`config.mk`:
```
export PLATFORM = sky130hd
export DESIGN_NAME = ctrl_pipe
export DESIGN_NICKNAME = d
export VERILOG_FILES = /design/src/rtl/ctrl_pipe.sv
export SDC_FILE = /design/constraint.sdc
export NUM_CORES = 1
export LEC_CHECK = 0
export BUFFER_PORTS_ARGS = -buffer_cell sky130_fd_sc_hd__buf_2
export CAP_MARGIN = 10
export CORE_AREA = 2 2 101 64
export DETAILED_ROUTE_END_ITERATION = 10
export DIE_AREA = 0 0 103 66
export PLACE_DENSITY = 0.69
export SETUP_SLACK_MARGIN = 0.15
export SYNTH_ARGS = -nofsm -noshare
export SYNTH_HDL_FRONTEND = slang
export SYNTH_SLANG_ARGS = --single-unit
```
`constraint.sdc`:
```
create_clock -name clk -period 5.02 [get_ports clk]
set_input_delay 1.506 -clock clk [delete_from_list [all_inputs] [get_ports clk]]
set_output_delay 1.506 -clock clk [all_outputs]
set_load 0.05 [all_outputs]
```
`src/rtl/ctrl_pipe.sv`:
```
// ctrl_pipe: control-side pipeline for a 5-stage MIPS-style core.
// Carries the decoded control bundle ID->EX->MEM->WB, detects load-use
// hazards (stall + bubble), flushes on a taken branch resolved in MEM,
// selects ALU operand forwarding, and counts load-use stall cycles.
module ctrl_pipe (
  input  logic        clk,
  input  logic        rst,
  input  logic        RegDst,
  input  logic        ALUSrc,
  input  logic        MemtoReg,
  input  logic        RegWrite,
  input  logic        MemRead,
  input  logic        MemWrite,
  input  logic        Branch,
  input  logic [1:0]  ALUOp,
  input  logic [4:0]  id_rs,
  input  logic [4:0]  id_rt,
  input  logic [4:0]  id_rd,
  input  logic        ex_zero,
  output logic        ex_RegDst,
  output logic        ex_ALUSrc,
  output logic [1:0]  ex_ALUOp,
  output logic        mem_MemRead,
  output logic        mem_MemWrite,
  output logic        wb_RegWrite,
  output logic        wb_MemtoReg,
  output logic [4:0]  ex_wreg,
  output logic [4:0]  mem_wreg,
  output logic [4:0]  wb_wreg,
  output logic [1:0]  forwardA,
  output logic [1:0]  forwardB,
  output logic        PCWrite,
  output logic        IFIDWrite,
  output logic        PCSrc,
  output logic        if_flush,
  output logic [15:0] stall_cnt
);

  // ID/EX register
  logic       r_ex_RegDst, r_ex_ALUSrc, r_ex_MemtoReg, r_ex_RegWrite;
  logic       r_ex_MemRead, r_ex_MemWrite, r_ex_Branch;
  logic [1:0] r_ex_ALUOp;
  logic [4:0] r_ex_rs, r_ex_rt, r_ex_wreg;
  // EX/MEM register
  logic       r_mem_MemRead, r_mem_MemWrite, r_mem_Branch;
  logic       r_mem_RegWrite, r_mem_MemtoReg, r_mem_zero;
  logic [4:0] r_mem_wreg;
  // MEM/WB register
  logic       r_wb_RegWrite, r_wb_MemtoReg;
  logic [4:0] r_wb_wreg;
  logic [15:0] r_stall_cnt;

  logic w_hazard;
  logic w_pcsrc;
  logic w_stall;

  // A load in EX whose target is read by the ID instruction; $0 never matches.
  assign w_hazard = r_ex_MemRead && (r_ex_rt != 5'd0) &&
                    ((r_ex_rt == id_rs) || (r_ex_rt == id_rt));
  // Branch resolved in MEM; forced low while reset is held.
  assign w_pcsrc  = r_mem_Branch && r_mem_zero && !rst;
  // A taken branch flushes the dependent instruction anyway, so no stall then.
  assign w_stall  = w_hazard && !w_pcsrc && !rst;

  // ID/EX: capture the ID bundle, or a bubble on stall or flush
  always_ff @(posedge clk) begin
    if (rst || w_stall || w_pcsrc) begin
      r_ex_RegDst   <= 1'b0;
      r_ex_ALUSrc   <= 1'b0;
      r_ex_MemtoReg <= 1'b0;
      r_ex_RegWrite <= 1'b0;
      r_ex_MemRead  <= 1'b0;
      r_ex_MemWrite <= 1'b0;
      r_ex_Branch   <= 1'b0;
      r_ex_ALUOp    <= 2'b00;
      r_ex_rs       <= 5'd0;
      r_ex_rt       <= 5'd0;
      r_ex_wreg     <= 5'd0;
    end else begin
      r_ex_RegDst   <= RegDst;
      r_ex_ALUSrc   <= ALUSrc;
      r_ex_MemtoReg <= MemtoReg;
      r_ex_RegWrite <= RegWrite;
      r_ex_MemRead  <= MemRead;
      r_ex_MemWrite <= MemWrite;
      r_ex_Branch   <= Branch;
      r_ex_ALUOp    <= ALUOp;
      r_ex_rs       <= id_rs;
      r_ex_rt       <= id_rt;
      r_ex_wreg     <= RegDst ? id_rd : id_rt;
    end
  end

  // EX/MEM: advance from ID/EX, or a bubble when the branch in MEM is taken
  always_ff @(posedge clk) begin
    if (rst || w_pcsrc) begin
      r_mem_MemRead  <= 1'b0;
      r_mem_MemWrite <= 1'b0;
      r_mem_Branch   <= 1'b0;
      r_mem_RegWrite <= 1'b0;
      r_mem_MemtoReg <= 1'b0;
      r_mem_zero     <= 1'b0;
      r_mem_wreg     <= 5'd0;
    end else begin
      r_mem_MemRead  <= r_ex_MemRead;
      r_mem_MemWrite <= r_ex_MemWrite;
      r_mem_Branch   <= r_ex_Branch;
      r_mem_RegWrite <= r_ex_RegWrite;
      r_mem_MemtoReg <= r_ex_MemtoReg;
      r_mem_zero     <= ex_zero;
      r_mem_wreg     <= r_ex_wreg;
    end
  end

  // MEM/WB: always advances (the branch itself completes)
  always_ff @(posedge clk) begin
    if (rst) begin
      r_wb_RegWrite <= 1'b0;
      r_wb_MemtoReg <= 1'b0;
      r_wb_wreg     <= 5'd0;
    end else begin
      r_wb_RegWrite <= r_mem_RegWrite;
      r_wb_MemtoReg <= r_mem_MemtoReg;
      r_wb_wreg     <= r_mem_wreg;
    end
  end

  // Saturating count of load-use stall cycles
  always_ff @(posedge clk) begin
    if (rst) begin
      r_stall_cnt <= 16'd0;
    end else if (w_stall && (r_stall_cnt != 16'hFFFF)) begin
      r_stall_cnt <= r_stall_cnt + 16'd1;
    end
  end

  // Operand forwarding: EX/MEM result beats MEM/WB result; $0 never forwards
  always_comb begin
    forwardA = 2'b00;
    forwardB = 2'b00;
    if (!rst) begin
      if (r_mem_RegWrite && (r_mem_wreg != 5'd0) && (r_mem_wreg == r_ex_rs))
        forwardA = 2'b10;
      else if (r_wb_RegWrite && (r_wb_wreg != 5'd0) && (r_wb_wreg == r_ex_rs))
        forwardA = 2'b01;
      if (r_mem_RegWrite && (r_mem_wreg != 5'd0) && (r_mem_wreg == r_ex_rt))
        forwardB = 2'b10;
      else if (r_wb_RegWrite && (r_wb_wreg != 5'd0) && (r_wb_wreg == r_ex_rt))
        forwardB = 2'b01;
    end
  end

  assign PCWrite      = !w_stall;
  assign IFIDWrite    = !w_stall;
  assign PCSrc        = w_pcsrc;
  assign if_flush     = w_pcsrc;
  assign stall_cnt    = r_stall_cnt;
  assign ex_RegDst    = r_ex_RegDst;
  assign ex_ALUSrc    = r_ex_ALUSrc;
  assign ex_ALUOp     = r_ex_ALUOp;
  assign ex_wreg      = r_ex_wreg;
  assign mem_MemRead  = r_mem_MemRead;
  assign mem_MemWrite = r_mem_MemWrite;
  assign mem_wreg     = r_mem_wreg;
  assign wb_RegWrite  = r_wb_RegWrite;
  assign wb_MemtoReg  = r_wb_MemtoReg;
  assign wb_wreg      = r_wb_wreg;

endmodule

```
==> out/summary.json, run 1 <==
{
  "timing.final.hold_violations": {"value": 0},
  "slew_viol_final": {"value": 0},
  "top_level_ports": {"value": 74},
  "final.setup.tns": {"value": 0, "unit": "ns"},
  "synthToLayoutAreaGrowth": {"value": 21.8, "unit": "%"},
  "combPwrFrac": {"value": 12.8, "unit": "%"},
  "ctsHoldBuffers": {"value": 0},
  "cts.clk_slew.worst_paths": {"value": 0.06, "unit": "ns"},
  "synth_enable_flop_cells": {"value": 0},
  "fillCellCount": {"value": 591},
  "tightest_slew": {"value": 0.677, "unit": "ns"},
  "post_cts_resized": {"value": 0},
  "startpoint_type": {"value": "input pin"},
  "route.antenna.remaining_nets": {"value": 0},
  "gr_util_all_layers": {"value": 19.4, "unit": "%"},
  "netlist.top_cell.by_area": {"value": "dfxtp_1"},
  "cp_top_family": {"value": "simple AND/OR/NAND/NOR gates"},
  "clkPwrFrac": {"value": 35.8, "unit": "%"},
  "floorplan.initialDensity": {"value": 43.5, "unit": "%"},
  "insertedDiodeCount": {"value": 0},
  "report.final.setup_viol": {"value": 0},
  "io_buffers": {"value": 73},
  "hp-class": {"value": "flip-flop to flip-flop"},
  "drc": {"value": 0},
  "nNetsFinal": {"value": 364},
  "synth.ff_latch_count": {"value": 58},
  "p_switching": {"value": 269, "unit": "uW"},
  "placement_rows": {"value": 22},
  "finalCriticalPeriod": {"value": 4.56, "unit": "ns"},
  "drive_above_1_share": {"value": 30.0, "unit": "%"},
  "path_common_cell": {"value": "buf_2"},
  "regArea": {"value": 1160, "unit": "sq um"},
  "ys_top_cells_by_area": {"value": "dfxtp_1, and2_1, xor2_1"},
  "ys.flop_type": {"value": "dfxtp_1"},
  "mostFrequentLayoutCells": {"value": "buf_2, dfxtp_1, and2_1"},
  "post-dp-hpwl": {"value": 4490, "unit": "um"},
  "max_clock_freq": {"value": 219, "unit": "MHz"},
  "share_of_the_clock_period_used_by_the_worst_path_after_layout": {"value": 90.9, "unit": "%"},
  "drt_iter0_markers": {"value": 116},
  "switching_share": {"value": 27.8, "unit": "%"},
  "result_of_the_run": {"value": "completed"},
  "place.gp.congestion": {"value": 0.866},
  "core_region_area": {"value": 5890, "unit": "sq um"},
  "routedWlPerCell": {"value": 14.3, "unit": "um"},
  "critical_path_peak_fanout": {"value": 4},
  "worstSetupPathType": {"value": "input pin to output port"},
  "ir_worst_vdd": {"value": 0.141, "unit": "mV"},
  "h_tree_depth": {"value": 3},
  "internal_pwr_total": {"value": 697, "unit": "uW"},
  "grt_setup_unrepaired": {"value": "false"},
  "worstSetupEndpointType": {"value": "output port"},
  "power_per_cell_area": {"value": 309, "unit": "nW/um^2"},
  "worstPathArrival": {"value": 3.06, "unit": "ns"},
  "power.leakage": {"value": 0.00137, "unit": "uW"},
  "tritoncts": {"value": "yes"},
  "post_cts.repair.setup_buffers": {"value": 0},
  "dieArea": {"value": 6800, "unit": "sq um"},
  "worstPathCellList": {"value": "buf_2 > inv_1 > o211ai_1 > or4_1 > nor4_2 > buf_2"},
  "post_synthesis_area_per_instance": {"value": 9.67, "unit": "sq um"},
  "synthArstFlopShare": {"value": 0, "unit": "%"},
  "post_drt_via_cell_ratio": {"value": 5.06},
  "critPathMaxStageDelay": {"value": 0.57, "unit": "ns"},
  "area_share_of_the_largest_cell_type_after_synthesis": {"value": 45.3, "unit": "%"},
  "detail_route.wirelength": {"value": 6060, "unit": "um"},
  "cts_inserted_buffers": {"value": 9},
  "cts_root_buf": {"value": "clkbuf_8"},
  "grt_max_degree": {"value": 26},
  "die_x": {"value": 103, "unit": "um"},
  "most_common_cell_after_layout_fill_and_taps_aside": {"value": "buf_2"},
  "first_global_vias": {"value": 1971},
  "synth_sequential_area_ratio": {"value": 45.3, "unit": "%"},
  "hold_slack": {"value": 0.425, "unit": "ns"},
  "worst_skew_pair.late_latency": {"value": 0.33, "unit": "ns"},
  "mappedNetlistArea": {"value": 2560, "unit": "sq um"},
  "sequential_share_of_power": {"value": 51.4, "unit": "%"},
  "mappedNetlistNets": {"value": 293},
  "slew-limit-headroom": {"value": 54.5, "unit": "%"},
  "max-clock-path-buffers": {"value": 2},
  "worst-path-buf-inv": {"value": 3},
  "yosys.cell_types.count": {"value": 40},
  "clock_net_sink_count": {"value": 58},
  "maxCapViolCount": {"value": 0},
  "cp_max_stage_cell": {"value": "or4_1"},
  "multiInputGateArea": {"value": 1300, "unit": "sq um"},
  "gr-total-overflow": {"value": 0},
  "first_pass_grt_wire_length": {"value": 9920, "unit": "um"},
  "first_pass_iters": {"value": 4},
  "fin_skew": {"value": 0.00564, "unit": "ns"},
  "chipHeight": {"value": 66, "unit": "um"},
  "cp.required": {"value": 3.51, "unit": "ns"},
  "antenna_found_initial": {"value": 0},
  "synthesis.instances": {"value": 265},
  "route.vias.total": {"value": 2146},
  "ys_warn_count": {"value": 0}
}
metal layers:
| metal | GRT usage (%) | vias up | routed length, um |
|---|---|---|---|
| met2 | 25.3 | 72 | 2350 |
| met5 | 0 | - | 0 |
| met3 | 8.03 | 8 | 421 |
| met1 | 28.6 | 994 | 3200 |
| met4 | 5.59 | 0 | 85 |
| li1 | - | 1072 | - |
flip-flops by register name, summed over array words and instances (netlist names), 2 cells and up:
register   cells
wb_wreg        5
r_ex_rt        5
stall_cnt     16
ex_ALUOp       2
r_ex_rs        5
mem_wreg       5
ex_wreg        5
stage by stage:
| step | cells | power [uW] | utilization, % | instance area [sq um] | setup WS (ns) |
|---|---|---|---|---|---|
| floorplan | 265 | 596 | - | 2570 | 0.0598 |
| global placement | 409 | 628 | 50.4 | 2970 | 0.651 |
| detailed placement | 409 | 630 | 50.4 | 2970 | 0.534 |
| CTS | 424 | 977 | 53.0 | 3120 | 0.532 |
| global route | 424 | 1010 | 53.0 | 3120 | 0.455 |
| finish | 424 | 966 | 53.0 | 3120 | 0.458 |
synthesized netlist by cell type, drive strengths merged, types with 2 or more instances:
cell,number
o311ai,2
xnor2,14
and3,3
nand4,3
o2111ai,2
mux2i,5
buf,11
o21ai,2
or4,11
inv,3
nor2,17
xor2,16
and4,2
and2,30
a21oi,8
dfxtp,58
nand2,6
o31ai,10
mux2,7
nand3,11
nor3,6
clkbuf,5
o211ai,2
nor4,10
nor2b,14
worst paths after layout:
kind / to / from / cells after the start / slack [ns]
worst max-delay path: forwardB[0] / rst / 6 / 0.46
worst min-delay path: r_mem_MemtoReg / r_ex_MemtoReg / 1 / 0.43
worst max register to register: stall_cnt[14] / stall_cnt[0] / 6 / 2.66
worst min register to register: r_mem_MemtoReg / r_ex_MemtoReg / 1 / 0.43
cells by family after synthesis:
logic type / count (synthesis) / share of synthesized area (%)
AO/OA/AOI/OAI: 29 / 8.25
XOR/XNOR: 30 / 10.2
adder cells (fa/ha/maj): 1 / 0.488
buffers and inverters: 19 / 4.10
flip-flops: 58 / 45.3
multiplexers: 12 / 5.03
AND/OR/NAND/NOR: 116 / 26.6
layout make-up:
cell class	instances	share of cell area [%]
Timing Repair Buffer	76	12.4
Sequential cell	58	37.2
Clock buffer	12	4.33
Multi-Input combinational cell	188	41.8
Tap cell	84	3.37
Inverter	3	0.361
Clock inverter	3	0.561
power by group through the flow:
stage / Clock [uW] / Sequential (uW) / Combinational [uW]
floorplan: 0 / 530 / 66.2
global placement: 0 / 506 / 122
detailed placement: 0 / 506 / 124
CTS: 357 / 496 / 124
global route: 379 / 498 / 135
finish: 346 / 497 / 123
Note: power is estimated with default switching activity, not from simulation.
==> run 2, diff against run 1 <==
--- a/config.mk
+++ b/config.mk
@@ -10,7 +10,7 @@
 export CORE_AREA = 2 2 101 64
 export DETAILED_ROUTE_END_ITERATION = 10
 export DIE_AREA = 0 0 103 66
-export PLACE_DENSITY = 0.69
+export PLACE_DENSITY = 0.74
 export SETUP_SLACK_MARGIN = 0.15
 export SYNTH_ARGS = -nofsm -noshare
 export SYNTH_HDL_FRONTEND = slang
==> out/summary.json, run 2 (synthesis results as in run 1) <==
{
  "result_of_the_run": {"value": "completed"},
  "maxCapViolCount": {"value": 0},
  "path_common_cell": {"value": "buf_2"},
  "share_of_the_clock_period_used_by_the_worst_path_after_layout": {"value": 87.6, "unit": "%"},
  "cts_inserted_buffers": {"value": 9},
  "max-clock-path-buffers": {"value": 2},
  "gr_util_all_layers": {"value": 19.1, "unit": "%"},
  "fillCellCount": {"value": 546},
  "first_pass_grt_wire_length": {"value": 9740, "unit": "um"},
  "critical_path_peak_fanout": {"value": 4},
  "timing.critical_path.depth": {"value": 6},
  "core_region_area": {"value": 5890, "unit": "sq um"},
  "h_tree_depth": {"value": 3},
  "first_pass_iters": {"value": 4},
  "drive_above_1_share": {"value": 30.9, "unit": "%"},
  "finalCriticalPeriod": {"value": 4.40, "unit": "ns"},
  "dieArea": {"value": 6800, "unit": "sq um"},
  "worst-path-buf-inv": {"value": 3},
  "route.antenna.remaining_nets": {"value": 0},
  "cp_max_stage_cell": {"value": "or4_1"},
  "power_per_cell_area": {"value": 346, "unit": "nW/um^2"},
  "post_cts.repair.setup_buffers": {"value": 0},
  "most_common_cell_after_layout_fill_and_taps_aside": {"value": "buf_2"},
  "timing.final.hold_violations": {"value": 0},
  "worstPathCellList": {"value": "buf_2 > inv_1 > o211ai_1 > or4_1 > nor4_2 > buf_2"},
  "max_clock_freq": {"value": 227, "unit": "MHz"},
  "tritoncts": {"value": "yes"},
  "gr-total-overflow": {"value": 0},
  "reg2regPathDepth": {"value": 4},
  "slew-limit-headroom": {"value": 53.4, "unit": "%"},
  "drc": {"value": 0},
  "fin_skew": {"value": 0.0112, "unit": "ns"},
  "ir_worst_vdd": {"value": 0.231, "unit": "mV"},
  "cp.required": {"value": 3.51, "unit": "ns"},
  "post-dp-hpwl": {"value": 4340, "unit": "um"},
  "slew_viol_final": {"value": 0},
  "post_drt_via_cell_ratio": {"value": 5.06},
  "worstSetupEndpointType": {"value": "output port"},
  "tightest_slew": {"value": 0.698, "unit": "ns"},
  "mostFrequentLayoutCells": {"value": "buf_2, dfxtp_1, and2_1"},
  "antenna_found_initial": {"value": 0},
  "detail_route.wirelength": {"value": 5860, "unit": "um"},
  "worstSetupPathType": {"value": "input pin to output port"},
  "startpoint_type": {"value": "input pin"},
  "place.gp.congestion": {"value": 0.856},
  "io_buffers": {"value": 73},
  "chipHeight": {"value": 66, "unit": "um"},
  "routedWlPerCell": {"value": 13.8, "unit": "um"},
  "route.vias.total": {"value": 2147},
  "cts.clk_slew.worst_paths": {"value": 0.07, "unit": "ns"},
  "floorplan.initialDensity": {"value": 43.5, "unit": "%"},
  "final.setup.tns": {"value": 0, "unit": "ns"},
  "top_level_ports": {"value": 74},
  "cp_top_family": {"value": "simple AND/OR/NAND/NOR gates"},
  "totalPowerFinal": {"value": 1100, "unit": "uW"},
  "grt_max_degree": {"value": 32},
  "critPathMaxStageDelay": {"value": 0.54, "unit": "ns"},
  "power.leakage": {"value": 0.00140, "unit": "uW"},
  "placement_rows": {"value": 22},
  "grt_setup_unrepaired": {"value": "false"},
  "hp-class": {"value": "flip-flop to flip-flop"},
  "nNetsFinal": {"value": 363},
  "drt_iter0_markers": {"value": 128},
  "whs_path_depth": {"value": 1},
  "cts_root_buf": {"value": "clkbuf_8"},
  "post_cts_resized": {"value": 0},
  "first_global_vias": {"value": 2006},
  "worst_skew_pair.late_latency": {"value": 0.34, "unit": "ns"},
  "worstPathArrival": {"value": 2.89, "unit": "ns"},
  "report.final.setup_viol": {"value": 0},
  "die_x": {"value": 103, "unit": "um"},
  "ctsHoldBuffers": {"value": 0},
  "clock_net_sink_count": {"value": 58},
  "largest_register_ff_count": {"value": 16},
  "synthToLayoutAreaGrowth": {"value": 24.4, "unit": "%"},
  "insertedDiodeCount": {"value": 0}
}
-- run 2: path summary, 6_finish.rpt --
| path | start | to | slack (ns) |
|---|---|---|---|
| worst max-delay path | rst | forwardB[0] | 0.62 |
| worst min-delay path | r_ex_RegWrite | r_mem_RegWrite | 0.43 |
| worst max register to register | r_ex_rt[1] | r_ex_rs[0] | 2.73 |
| worst min register to register | r_ex_RegWrite | r_mem_RegWrite | 0.43 |
-- run 2: metal layers --
layer / vias up / part of all wire (%) / GRT usage [%]
met5: - / 0 / 0
met4: 0 / 1.0 / 5.59
met3: 8 / 8.0 / 8.14
met2: 74 / 41 / 28.0
met1: 992 / 50 / 25.4
li1: 1073 / - / -
-- run 2: area by class of cell --
class / instances / area, sq um / share of cell area (%)
repair buffers: 75 / 380 / 11.9
clock buffers: 9 / 124 / 3.89
multi-input cells: 188 / 1300 / 40.9
flip-flops and latches: 58 / 1160 / 36.4
well taps: 84 / 105 / 3.30
clock inverters: 7 / 103 / 3.22
inverters: 3 / 11.3 / 0.353
-- run 2: through the flow --
stage	instance area [sq um]	std cells	hold slack [ns]	util (%)	worst slack, ns
after detailed placement	2960	408	0.411	50.3	0.625
after floorplan	2570	265	0.406	-	0.0598
final	3190	424	0.431	54.1	0.623
after CTS	3190	424	0.438	54.1	0.621
after global routing	3190	424	0.447	54.1	0.538
after global placement	2960	408	0.410	50.3	0.663
-- run 2: worst reg2reg max path, delay by kind of cell (launching register included) --
family	cells	cell delay (ns)
AOI/OAI and AO/OA	1	0.54
and+or+nand+nor	3	1.29
DFF	1	0.40
-- run 2: power breakdown --
| part | internal (uW) | switching (uW) |
|---|---|---|
| clock | 283 | 200 |
| combinational | 43.6 | 79.5 |
| sequential | 478 | 17.2 |
==> run 3, diff against run 2 <==
--- a/config.mk
+++ b/config.mk
@@ -11,6 +11,7 @@
 export DETAILED_ROUTE_END_ITERATION = 10
 export DIE_AREA = 0 0 103 66
 export PLACE_DENSITY = 0.74
+export REMOVE_ABC_BUFFERS = 1
 export SETUP_SLACK_MARGIN = 0.15
 export SYNTH_ARGS = -nofsm -noshare
 export SYNTH_HDL_FRONTEND = slang
==> out/summary.json, run 3 (synthesis results as in run 1) <==
{
  "startpoint_type": {"value": "input pin"},
  "hold_slack": {"value": 0.429, "unit": "ns"},
  "worstSetupEndpointType": {"value": "output port"},
  "power_per_cell_area": {"value": 334, "unit": "nW/um^2"},
  "post-dp-hpwl": {"value": 4570, "unit": "um"},
  "route.vias.total": {"value": 2173},
  "route.antenna.remaining_nets": {"value": 0},
  "gr-total-overflow": {"value": 0},
  "critPathLaunch": {"value": "rst"},
  "clock_net_sink_count": {"value": 58},
  "worst-path-buf-inv": {"value": 3},
  "share_of_the_clock_period_used_by_the_worst_path_after_layout": {"value": 89.5, "unit": "%"},
  "result_of_the_run": {"value": "completed"},
  "chipHeight": {"value": 66, "unit": "um"},
  "top_level_ports": {"value": 74},
  "die_x": {"value": 103, "unit": "um"},
  "cp-endpoint": {"value": "forwardB[0]"},
  "synthToLayoutAreaGrowth": {"value": 23.6, "unit": "%"},
  "ctsHoldBuffers": {"value": 0},
  "dpl_worst_slack": {"value": 0.550, "unit": "ns"},
  "dpl.cell_count": {"value": 409},
  "report.final.setup_viol": {"value": 0},
  "fin_skew": {"value": 0.00431, "unit": "ns"},
  "routedWlPerCell": {"value": 14.6, "unit": "um"},
  "first_pass_grt_wire_length": {"value": 9860, "unit": "um"},
  "h_tree_depth": {"value": 3},
  "maxCapViolCount": {"value": 0},
  "cp_max_stage_cell": {"value": "or4_1"},
  "layoutNonFillerInstCount": {"value": 425},
  "drt_iter0_markers": {"value": 114},
  "nNetsFinal": {"value": 364},
  "cts_inserted_buffers": {"value": 9},
  "critical_path_peak_fanout": {"value": 7},
  "p_switching": {"value": 279, "unit": "uW"},
  "min-delay-start": {"value": "r_ex_Branch"},
  "post_cts.repair.setup_buffers": {"value": 0},
  "dieArea": {"value": 6800, "unit": "sq um"},
  "cp_top_family": {"value": "simple AND/OR/NAND/NOR gates"},
  "slew_viol_final": {"value": 0},
  "internal_pwr_total": {"value": 778, "unit": "uW"},
  "post_drt_via_cell_ratio": {"value": 5.11},
  "totalPowerFinal": {"value": 1060, "unit": "uW"},
  "post_cts_resized": {"value": 0},
  "critPathMaxStageDelay": {"value": 0.53, "unit": "ns"},
  "finalCriticalPeriod": {"value": 4.49, "unit": "ns"},
  "core_region_area": {"value": 5890, "unit": "sq um"},
  "hp-class": {"value": "flip-flop to flip-flop"},
  "cts.clk_slew.worst_paths": {"value": 0.06, "unit": "ns"},
  "switching_share": {"value": 26.4, "unit": "%"},
  "place.gp.congestion": {"value": 0.865},
  "grtUsageMet3": {"value": 7.29, "unit": "%"},
  "timing.rr.end": {"value": "stall_cnt[14]"},
  "first_global_vias": {"value": 2021},
  "worstPathCellList": {"value": "buf_2 > inv_1 > o211ai_1 > or4_1 > nor4_1 > buf_2"},
  "worstPathArrival": {"value": 2.98, "unit": "ns"},
  "antenna_found_initial": {"value": 0},
  "tightest_slew": {"value": 0.778, "unit": "ns"},
  "io_buffers": {"value": 73},
  "clkPwrFrac": {"value": 41.3, "unit": "%"},
  "busiest_layer": {"value": "met2"},
  "grt_max_degree": {"value": 28},
  "max-clock-path-buffers": {"value": 2},
  "insertedDiodeCount": {"value": 0},
  "worst_skew_pair.late_latency": {"value": 0.33, "unit": "ns"},
  "power.leakage": {"value": 0.00139, "unit": "uW"},
  "largest_register_ff_count": {"value": 16},
  "drive_above_1_share": {"value": 30.5, "unit": "%"},
  "timing.critical_path.depth": {"value": 6},
  "placement_rows": {"value": 22},
  "tritoncts": {"value": "yes"},
  "reg2regPathDepth": {"value": 6},
  "ir_worst_vdd": {"value": 0.185, "unit": "mV"},
  "path_common_cell": {"value": "buf_2"},
  "sequential_share_of_power": {"value": 47.0, "unit": "%"},
  "combPwrFrac": {"value": 11.7, "unit": "%"},
  "detail_route.wirelength": {"value": 6190, "unit": "um"},
  "final.setup.tns": {"value": 0, "unit": "ns"},
  "most_common_cell_after_layout_fill_and_taps_aside": {"value": "buf_2"},
  "max_clock_freq": {"value": 223, "unit": "MHz"},
  "grt_setup_unrepaired": {"value": "false"},
  "grt.met2_usage": {"value": 27.6, "unit": "%"},
  "mostFrequentLayoutCells": {"value": "buf_2, dfxtp_1, and2_1"},
  "rr_startpoint": {"value": "stall_cnt[0]"},
  "slew-limit-headroom": {"value": 47.7, "unit": "%"},
  "gr_util_all_layers": {"value": 19.2, "unit": "%"},
  "r2r_setup_slk": {"value": 2.71, "unit": "ns"},
  "finalWorstSetupSlack": {"value": 0.529, "unit": "ns"},
  "drc": {"value": 0},
  "grt.met1_usage": {"value": 26.4, "unit": "%"},
  "timing.final.hold_violations": {"value": 0},
  "worstSetupPathType": {"value": "input pin to output port"},
  "first_pass_iters": {"value": 4},
  "cts_root_buf": {"value": "clkbuf_8"},
  "floorplan.initialDensity": {"value": 43.5, "unit": "%"},
  "cp.required": {"value": 3.51, "unit": "ns"}
}
## run 3: cell types whose count changed in the layout (fill, tap and decap cells not counted), sizes merged
cell | before | now
clkbuf | 9 | 12
clkinv | 3 | 1
buf | 75 | 76
bufinv | 2 | 1
clkinvlp | 1 | 2
inv | 4 | 3
## run 3: metal layers
layer,routed length (um),share of wire [%]
met1,3000,48
met2,2580,42
met3,539,8.7
met4,74,1.2
met5,0,0
## run 3: worst min path at each step
stage / end / slack (ns) / depth (start not counted)
4_1_cts: r_mem_Branch / 0.43 / 1
5_1_grt: r_mem_Branch / 0.45 / 1
3_3_place_gp: r_mem_MemtoReg / 0.41 / 1
2_1_floorplan: mem_MemWrite / 0.41 / 1
3_5_place_dp: r_mem_Branch / 0.41 / 1
6_report: r_mem_Branch / 0.43 / 1
## run 3: power groups by stage
stage	registers, uW	clock network, uW	logic [uW]
final	496	436	124
after global placement	505	0	122
after detailed placement	506	0	124
after floorplan	534	0	52.5
after global routing	498	475	135
after CTS	496	447	125
## run 3: worst reg2reg max path, stage by stage (launching register included)
cell      delay [ns]
dfxtp_1         0.45
ha_1            0.26
nand2_1         0.08
nor4_1          0.55
nand4b_1        0.25
nor4_1          0.24
mux2_2          0.37
## run 3: area by class of cell
| type | instances | area, sq um |
|---|---|---|
| clock buffer | 12 | 155 |
| tap | 84 | 105 |
| timing repair buffer | 76 | 388 |
| fill | 580 | 2720 |
| multi-input combinational | 188 | 1300 |
| clock inverter | 4 | 50.0 |
| inverter | 3 | 11.3 |
| sequential | 58 | 1160 |
## run 3: stage by stage
| step | instance area (sq um) | utilization [%] |
|---|---|---|
| after floorplan | 2470 | - |
| after global placement | 2960 | 50.3 |
| after detailed placement | 2960 | 50.3 |
| after CTS | 3170 | 53.8 |
| after global routing | 3170 | 53.8 |
| final | 3170 | 53.8 |
